===== src/rtl/des_sched_pkg.sv =====
// Shared types and constants for the DES job scheduler.
package des_sched_pkg;

    typedef enum logic [1:0] {
        INIT  = 2'd0,
        IDLE  = 2'd1,
        ISSUE = 2'd2,
        BUSY  = 2'd3
    } sched_state_e;

    localparam logic MODE_ENCRYPT = 1'b0;
    localparam logic MODE_DECRYPT = 1'b1;

    localparam int DES_ROUNDS  = 16;
    localparam int DES_LATENCY = 16;

endpackage


===== src/rtl/des_rr_arbiter_2.sv =====
// Two-way round-robin grant: on a tie the requester not served last wins.
module des_rr_arbiter_2 (
    input  logic [1:0] eligible,
    input  logic       last,
    output logic [1:0] grant
);

    assign grant[0] = eligible[0] & (~eligible[1] | last);
    assign grant[1] = eligible[1] & (~eligible[0] | ~last);

endmodule


===== src/rtl/des_job_scheduler.sv =====
// Shares one iterative DES engine between two requesters with per-requester result buffers.
// Optional BUSY watchdog with engine abort: define DES_SCHED_TIMEOUT_EN.
module des_job_scheduler
    import des_sched_pkg::*;
#(
    parameter int DATA_W      = 128,
    parameter int TIMEOUT_CYC = 24
) (
    input  logic              clk,
    input  logic              rst_n,
    input  logic              req0_valid,
    output logic              req0_ready,
    input  logic              req0_mode,
    input  logic [DATA_W-1:0] req0_data,
    output logic              rsp0_valid,
    input  logic              rsp0_ready,
    output logic [DATA_W-1:0] rsp0_data,
    output logic              rsp0_err,
    input  logic              req1_valid,
    output logic              req1_ready,
    input  logic              req1_mode,
    input  logic [DATA_W-1:0] req1_data,
    output logic              rsp1_valid,
    input  logic              rsp1_ready,
    output logic [DATA_W-1:0] rsp1_data,
    output logic              rsp1_err,
    output logic              eng_enable,
    output logic              eng_start,
    output logic              eng_mode,
    output logic [DATA_W-1:0] eng_data_in,
    input  logic [DATA_W-1:0] eng_data_out,
    input  logic              eng_out_valid,
    output logic              eng_abort
);

    sched_state_e      state, state_nxt;
    logic              owner;
    logic              rr_last;
    logic [1:0]        req_valid, rsp_ready, eligible, grant;
    logic [1:0]        rsp_valid_q, rsp_err_q;
    logic [DATA_W-1:0] rsp_data_q [2];
    logic              done, tmo, abort;

    if (TIMEOUT_CYC < 2 || TIMEOUT_CYC > 255) begin : g_tmo_range
        $error("TIMEOUT_CYC must fit the 8-bit busy counter");
    end

    assign req_valid = {req1_valid, req0_valid};
    assign rsp_ready = {rsp1_ready, rsp0_ready};
    // A requester whose result is still unread is not served again.
    assign eligible  = req_valid & ~rsp_valid_q;

    des_rr_arbiter_2 u_arb (
        .eligible (eligible),
        .last     (rr_last),
        .grant    (grant)
    );

    assign req0_ready = (state == IDLE) & grant[0];
    assign req1_ready = (state == IDLE) & grant[1];
    assign eng_start  = (state == ISSUE);
    assign done       = (state == BUSY) & eng_out_valid;

`ifdef DES_SCHED_TIMEOUT_EN
    logic [7:0] busy_cnt;

    always_ff @(posedge clk or negedge rst_n) begin
        if (!rst_n)              busy_cnt <= '0;
        else if (state != BUSY)  busy_cnt <= '0;
        else                     busy_cnt <= busy_cnt + 8'd1;
    end

    // A result arriving on the final cycle still wins over the abort.
    assign tmo       = (state == BUSY) & (busy_cnt == 8'(TIMEOUT_CYC - 1));
    assign abort     = tmo & ~eng_out_valid;
    assign eng_abort = tmo;
`else
    assign tmo       = 1'b0;
    assign abort     = 1'b0;
    assign eng_abort = 1'b0;
`endif

    always_ff @(posedge clk or negedge rst_n) begin
        if (!rst_n) state <= INIT;
        else        state <= state_nxt;
    end

    always_comb begin
        state_nxt = state;
        case (state)
            INIT:    state_nxt = IDLE;
            IDLE:    if (|grant) state_nxt = ISSUE;
            ISSUE:   state_nxt = BUSY;
            BUSY: begin
                if (done)       state_nxt = IDLE;
                else if (abort) state_nxt = INIT;
            end
            default: state_nxt = INIT;
        endcase
    end

    always_ff @(posedge clk or negedge rst_n) begin
        if (!rst_n) begin
            owner       <= 1'b0;
            rr_last     <= 1'b1;
            eng_mode    <= MODE_ENCRYPT;
            eng_data_in <= '0;
            eng_enable  <= 1'b0;
        end else begin
            eng_enable <= 1'b1;
            if (state == IDLE && |grant) begin
                owner       <= grant[1];
                eng_mode    <= grant[1] ? req1_mode : req0_mode;
                eng_data_in <= grant[1] ? req1_data : req0_data;
            end
            if (done || abort) rr_last <= owner;
        end
    end

    for (genvar n = 0; n < 2; n++) begin : g_rsp
        logic              v_q, e_q, hit;
        logic [DATA_W-1:0] d_q;

        assign hit = (owner == 1'(n));

        // Capture and drain never collide: an owner is granted only with an empty buffer.
        always_ff @(posedge clk or negedge rst_n) begin
            if (!rst_n) begin
                v_q <= 1'b0;
                e_q <= 1'b0;
                d_q <= '0;
            end else if (done && hit) begin
                v_q <= 1'b1;
                e_q <= 1'b0;
                d_q <= eng_data_out;
            end else if (abort && hit) begin
                v_q <= 1'b1;
                e_q <= 1'b1;
                d_q <= '0;
            end else if (v_q && rsp_ready[n]) begin
                v_q <= 1'b0;
                e_q <= 1'b0;
            end
        end

        assign rsp_valid_q[n] = v_q;
        assign rsp_err_q[n]   = e_q;
        assign rsp_data_q[n]  = d_q;
    end

    assign rsp0_valid = rsp_valid_q[0];
    assign rsp0_err   = rsp_err_q[0];
    assign rsp0_data  = rsp_data_q[0];
    assign rsp1_valid = rsp_valid_q[1];
    assign rsp1_err   = rsp_err_q[1];
    assign rsp1_data  = rsp_data_q[1];

endmodule


===== config.mk =====
export PLATFORM = sky130hd
export DESIGN_NAME = des_job_scheduler
export DESIGN_NICKNAME = d
export VERILOG_FILES = /design/src/rtl/des_sched_pkg.sv /design/src/rtl/des_rr_arbiter_2.sv /design/src/rtl/des_job_scheduler.sv
export SDC_FILE = /design/constraint.sdc
export NUM_CORES = 1
export LEC_CHECK = 0
export CORE_AREA = 5 5 307 309
export CTS_CLUSTER_SIZE = 10
export DETAILED_ROUTE_END_ITERATION = 16
export DIE_AREA = 0 0 312 314
export GPL_ROUTABILITY_DRIVEN = 0
export SYNTH_ARGS = -nofsm -noshare
export SYNTH_HDL_FRONTEND = slang
export SYNTH_SLANG_ARGS = --single-unit

===== constraint.sdc =====
create_clock -name clk -period 1.65 [get_ports clk]
set_input_delay 0.33 -clock clk [delete_from_list [all_inputs] [get_ports clk]]
set_output_delay 0.33 -clock clk [all_outputs]
set_load 0.1 [all_outputs]

==> results of run 1 <==
==> metrics by stage <==
stage / cell area (sq um) / std cells
global placement: 32400 / 3461
finish: 38500 / 3669
floorplan: 18300 / 1485
detailed placement: 32400 / 3461
CTS: 36900 / 3629
global route: 38500 / 3666
==> cell usage after synthesis (all sizes together) <==
cell type	count	area, sq um
dfrtp	391	9780
mux2	256	2880
inv	134	503
o21ai	131	656
and3b	130	1140
a221oi	129	1130
a22oi	129	968
clkbuf	104	390
buf	55	357
ha	4	50.1
nand2	3	11.3
a21o	2	15.0
conb	2	7.51
mux2i	2	20.0
nand2b	2	12.5
nor3	2	10.0
a32oi	1	8.76
clkinv	1	3.75
dfstp	1	26.3
nand3	1	5.00
nand3b	1	7.51
nor2	1	3.75
or2	1	6.26
==> final timing paths <==
check,from,end,depth (start not counted)
max,rsp1_valid$_DFFE_PN0P_,req1_ready,4
min,req0_data[11],eng_data_in[11]$_DFFE_PN0P_,3
max reg2reg,rsp1_valid$_DFFE_PN0P_,eng_data_in[55]$_DFFE_PN0P_,11
min reg2reg,rsp1_data[50]$_DFFE_PN0P_,rsp1_data[50]$_DFFE_PN0P_,1
max in group asynchronous,rst_n,rr_last$_DFFE_PN1P_,3
min in group asynchronous,rst_n,rsp1_data[77]$_DFFE_PN0P_,2
==> worst max-delay path: stages (launching register included) <==
cell and delay, ps:
dfrtp_4 470, nand2b_4 160, buf_12 130, nor3_4 300, buf_12 220
==> kinds of logic after synthesis <==
group / after synthesis / synth area share, %
muxes: 258 / 16.1
and+or+nand+nor: 141 / 6.64
other: 2 / 0.0417
adders and majority gates: 4 / 0.278
DFF: 392 / 54.5
buffers and inverters: 294 / 6.97
AOI/OAI and AO/OA: 392 / 15.4
==> placed cells by master (no fill, tap or decap), types with 19 or more instances in the layout <==
| cell | n |
|---|---|
| a221oi_2 | 85 |
| a221oi_4 | 35 |
| a22oi_1 | 38 |
| a22oi_2 | 91 |
| and3b_1 | 110 |
| and3b_2 | 19 |
| buf_12 | 459 |
| buf_16 | 35 |
| buf_4 | 110 |
| buf_6 | 31 |
| buf_8 | 24 |
| clkbuf_16 | 68 |
| clkdlybuf4s50_1 | 390 |
| dfrtp_1 | 389 |
| inv_1 | 132 |
| mux2_2 | 174 |
| mux2_4 | 82 |
| o21ai_0 | 129 |
==> final cells by class <==
| type | count | share of cell area [%] |
|---|---|---|
| diodes | 6 | 0.0390 |
| multi-input cells | 803 | 23.5 |
| clock buffers | 68 | 3.63 |
| repair buffers | 1071 | 41.9 |
| well taps | 1186 | 3.85 |
| inverters | 135 | 1.35 |
| clock inverters | 8 | 0.247 |
| flip-flops and latches | 392 | 25.5 |
==> per-layer routing <==
metal  wire [um]  track usage [%]  vias up
met3        7790             5.42      186
met2       46200             29.6      803
met4        3310             6.05        2
li1            -                -     7414
met1       36200             20.2     8792
met5          12                0        -
==> registers in the layout (all words and copies together) (netlist names), 2 cells and up <==
name         count
rsp0_data      128
rsp1_data      128
eng_data_in    128
state            2
==> what timing repair did <==
item / in CTS / in global routing
endpoints found under the setup margin: 394 / 400
hold endpoints to repair: 26 / 0
setup buffers: 50 / 26
gates cloned: 41 / 25
hold buffers: 1 / 0
gates resized for setup: 301 / 249
pin swaps: 111 / 92
==> impl_metrics.ini, run 1 <==
[layout]
area_growth_pct = 114
multi_input_area_sq_um = 9050
fillerInstances = 8179
fin_nets = 2849
seq_area_sq_um = 9820
drive_above_1_share_pct = 50.7
final_util_pct = 42.3

[die]
initial_core_util_pct = 19.8
core_sq_um = 91100
num_rows = 111
dieArea_sq_um = 98000
fp.dieW_um = 312
die_h_um = 314
pin_count = 787

[timing]
min_period_ps = 2210
fin_skew_ps = 18.2
maxSlewHeadroom_pct = 58.1
tns_ps = -85440
fin_hold_ws_ps = 293
finalWorstSetupSlack_ps = -560
finalSetupViolCount = 388
rsz0062_at_grt = true
tightest_slew_ps = 629
post-route-period-util_pct = 134
hold_viol_final = 0
max_freq_ghz = 0.453
slew_viol_final = 0

[place]
place_ws_ps = -452
io_buffers = 783
hpwl_um = 60100

[global_routing]
grt-ovfl-total = 0
grt_pass1_vias = 18300
grt_usage_pct = 17.2
grt_first_pass_wirelength_um = 127000
antenna_found_initial = 5
grt_max_degree = 48

[worst_setup_path]
worstPathRequired_ps = 1320
cp.arrival_ps = 1880
reg2reg_slack_ps = -460
critPathLaunchType = flop
end_kind = primary output
crit_type = flop to primary output
critical_path.max_fanout = 4

[yosys]
synth.avg_cell_area_sq_um = 12.1
ys_ff_latch = 392
synth_warnings = 0
syn_area_sq_um = 18000
synth.distinct_cells = 26
synth_seq_area_share_pct = 54.5
synth_cells = 1483

[clock_network]
cts-root-buf = clkbuf_16
clock_path_buffers = 3
path_clk_slew_ps = 60
clk_latency_ps = 600
cts.sink_count = 392
htreeDepth = 2
cts_inserted_buffers = 49
cts_tree = done

[drt]
viasPerCell = 4.69
num_vias = 17200
drt-initial-drc-count = 1233
post-route-drc-count = 0
drtPass1Iterations = 5
ant_nets = 0
wire_per_inst_um = 25.5
routed_wl_um = 93500

[flow_run]
cap_violations = 0

[min_path]
hp-class = input pin to flop

[status]
violations = negative setup slack
outcome = finished with violations
Power of run 1 is not shown: default switching activity piles up to over one toggle a cycle in this logic, so the estimate is an artifact.
==> inputs of run 2 (changes only) <==
- ABC_AREA: not set -> 1
- PLACE_DENSITY: not set -> 0.56
==> run 2 against run 1 <==
  * Synthesized cell count is 42% higher
  * The flow still finishes with violations (negative setup slack)
  * Final area is 8.9% lower
  * Synthesized area is 5.3% lower
  * Highest routed layer unchanged
  * Utilization is 3.8 points lower
  * Sequential share of layout area is 2.5 points higher
  * Worst hold slack worse by 90 ps
  * Final cell count is 16% higher
  * Clock-buffer cell count is 3 higher
  * Critical path depth is 1 higher
==> impl_metrics.ini, run 2 <==
[yosys]
synthFlopType = dfrtp_1
synth_top_cells_by_area = dfrtp_1, nand2_1, inv_1
synth_warnings = 0
synth_seq_area_share_pct = 57.5
synthArstFlopShare_pct = 100
synth_top_area_share_pct = 57.4
synth.distinct_cells = 16
yosysTopAreaCell = dfrtp_1
ys_ff_latch = 392
yosysMostFrequentCell = nand2_1
synth_cells = 2104
synth.avg_cell_area_sq_um = 8.10
synth_edf_count = 0
syn_area_sq_um = 17000
synth_commonest_cells = nand2_1, inv_1, dfrtp_1, o21ai_0, nand3_1

[worst_setup_path]
cp.arrival_ps = 1830
end_kind = primary output
crit_path_top_delay_cell = dfrtp_4
crit_chain = inv_6, nand2_4, buf_6, a211oi_4, buf_12
critical_path.max_fanout = 3
critPathLaunchType = flop
worstPathRequired_ps = 1320
crit_type = flop to primary output
worst_path_largest_cell_delay_ps = 500

[layout]
fin_nets = 3410
fillerInstances = 8925
final_util_pct = 38.5
area_growth_pct = 106
layout_commonest_cell = nand2_1
drive_above_1_share_pct = 26.5
final_cell_mix = nand2_1, buf_12, inv_1

[drt]
ant_nets = 0
num_vias = 17400
post-route-drc-count = 0
viasPerCell = 4.10
drtPass1Iterations = 6
wire_per_inst_um = 20.1
routed_wl_um = 85200
drt-initial-drc-count = 882

[min_path]
hp-class = input pin to async pin

[timing]
fin_hold_ws_ps = 203
tns_ps = -47110
finalWorstSetupSlack_ps = -511
post-route-period-util_pct = 131
slew_viol_final = 0
rsz0062_at_grt = true
min_period_ps = 2160
finalSetupViolCount = 393
max_freq_ghz = 0.463
fin_skew_ps = 21.6
hold_viol_final = 0

[die]
fp.dieW_um = 312
core_sq_um = 91100
pin_count = 787
dieArea_sq_um = 98000
die_h_um = 314
initial_core_util_pct = 18.7
num_rows = 111

[global_routing]
grt_first_pass_wirelength_um = 114000
grt-ovfl-total = 0
antenna_found_initial = 18
grt_usage_pct = 15.3
grt_pass1_vias = 17300
grt_max_degree = 69

[place]
hpwl_um = 59900
io_buffers = 783

[clock_network]
clk_latency_ps = 590
htreeDepth = 2
cts.sink_count = 392
path_clk_slew_ps = 60
cts-root-buf = clkbuf_16
cts_inserted_buffers = 49
clock_path_buffers = 3
cts_tree = done

[status]
outcome = finished with violations
violations = negative setup slack

[flow_run]
cap_violations = 0
## run 2: cell count changes after synthesis, moves of 130 or more
cell / change
inv_1: +262
o21ai_0: +131
nand2_1: +650
nand3_1: +260
mux2_2: -256
and3b_1: -130
## run 2: cell type report
class	instances	area, sq um	share of cell area [%]
clock inverter	8	97.6	0.278
antenna	11	27.5	0.0784
inverter	398	1520	4.34
sequential	392	9830	28.0
clock buffer	71	1370	3.90
multi-input combinational	1188	5710	16.3
timing repair buffer	984	15100	42.9
tap	1186	1480	4.23
## run 2: critical path: cells and delay by family (launching register included)
| family | cells | cell delay (ps) |
|---|---|---|
| buffers and inverters | 3 | 430 |
| and+or+nand+nor | 1 | 60 |
| DFF | 1 | 500 |
| AOI/OAI and AO/OA | 1 | 260 |
## run 2: worst paths after layout
| check | from | to | slack [ps] | depth (start not counted) |
|---|---|---|---|---|
| worst min-delay path | rst_n | eng_data_in[70]$_DFFE_PN0P_ | 200 | 2 |
| max in group asynchronous | rst_n | rsp0_valid$_DFFE_PN0P_ | 680 | 4 |
| worst max-delay path | rsp0_valid$_DFFE_PN0P_ | req0_ready | -510 | 5 |
| worst min register to register | eng_data_in[35]$_DFFE_PN0P_ | eng_data_in[35]$_DFFE_PN0P_ | 530 | 2 |
| min in group clk | eng_data_out[77] | rsp0_data[77]$_DFFE_PN0P_ | 290 | 3 |
| worst max register to register | state[1]$_DFFE_PN0P_ | rsp0_data[81]$_DFFE_PN0P_ | -220 | 12 |
## run 2: stage by stage
stage          std cells  worst slack, ps  cell area [sq um]
2_1_floorplan       2106             -419              17100
3_3_place_gp        4046             -398              30900
3_5_place_dp        4046             -429              30900
4_1_cts             4154             -552              33000
5_1_grt             4237             -579              35100
6_report            4238             -511              35100
## run 2: per-layer routing
layer  wire (um)  GRT usage (%)  up-vias
met5          54              0        -
met4        2910           6.19        8
met3        7790           6.39      120
met2       42800           26.1      666
met1       31600           17.0     8299
li1            -              -     8266
## run 2: logic make-up after synthesis
logic type / share of synthesized area, %
other: 0.0441
DFF: 57.5
adders and majority gates: 0.294
and+or+nand+nor: 22.1
AOI/OAI and AO/OA: 7.79
buffers and inverters: 12.2
## run 2: what timing repair did
| item | 4_1_cts | 5_1_grt |
|---|---|---|
| cloned | 10 | 57 |
| hold buffers | 1 | 0 |
| pin swaps | 4 | 3 |
| resized for setup | 73 | 356 |
| setup buffers | 19 | 17 |
| endpoints found under the hold margin | 207 | 0 |
| setup endpoints to repair | 128 | 392 |
Power of run 2 is left out for the same reason.
==> inputs of run 3 (changes only) <==
- ABC_CLOCK_PERIOD_IN_PS: not set -> 1650
==> results of run 3 <==
Final layout, timing and power as in run 2 (identical DEF).
Power of run 3 is left out for the same reason.
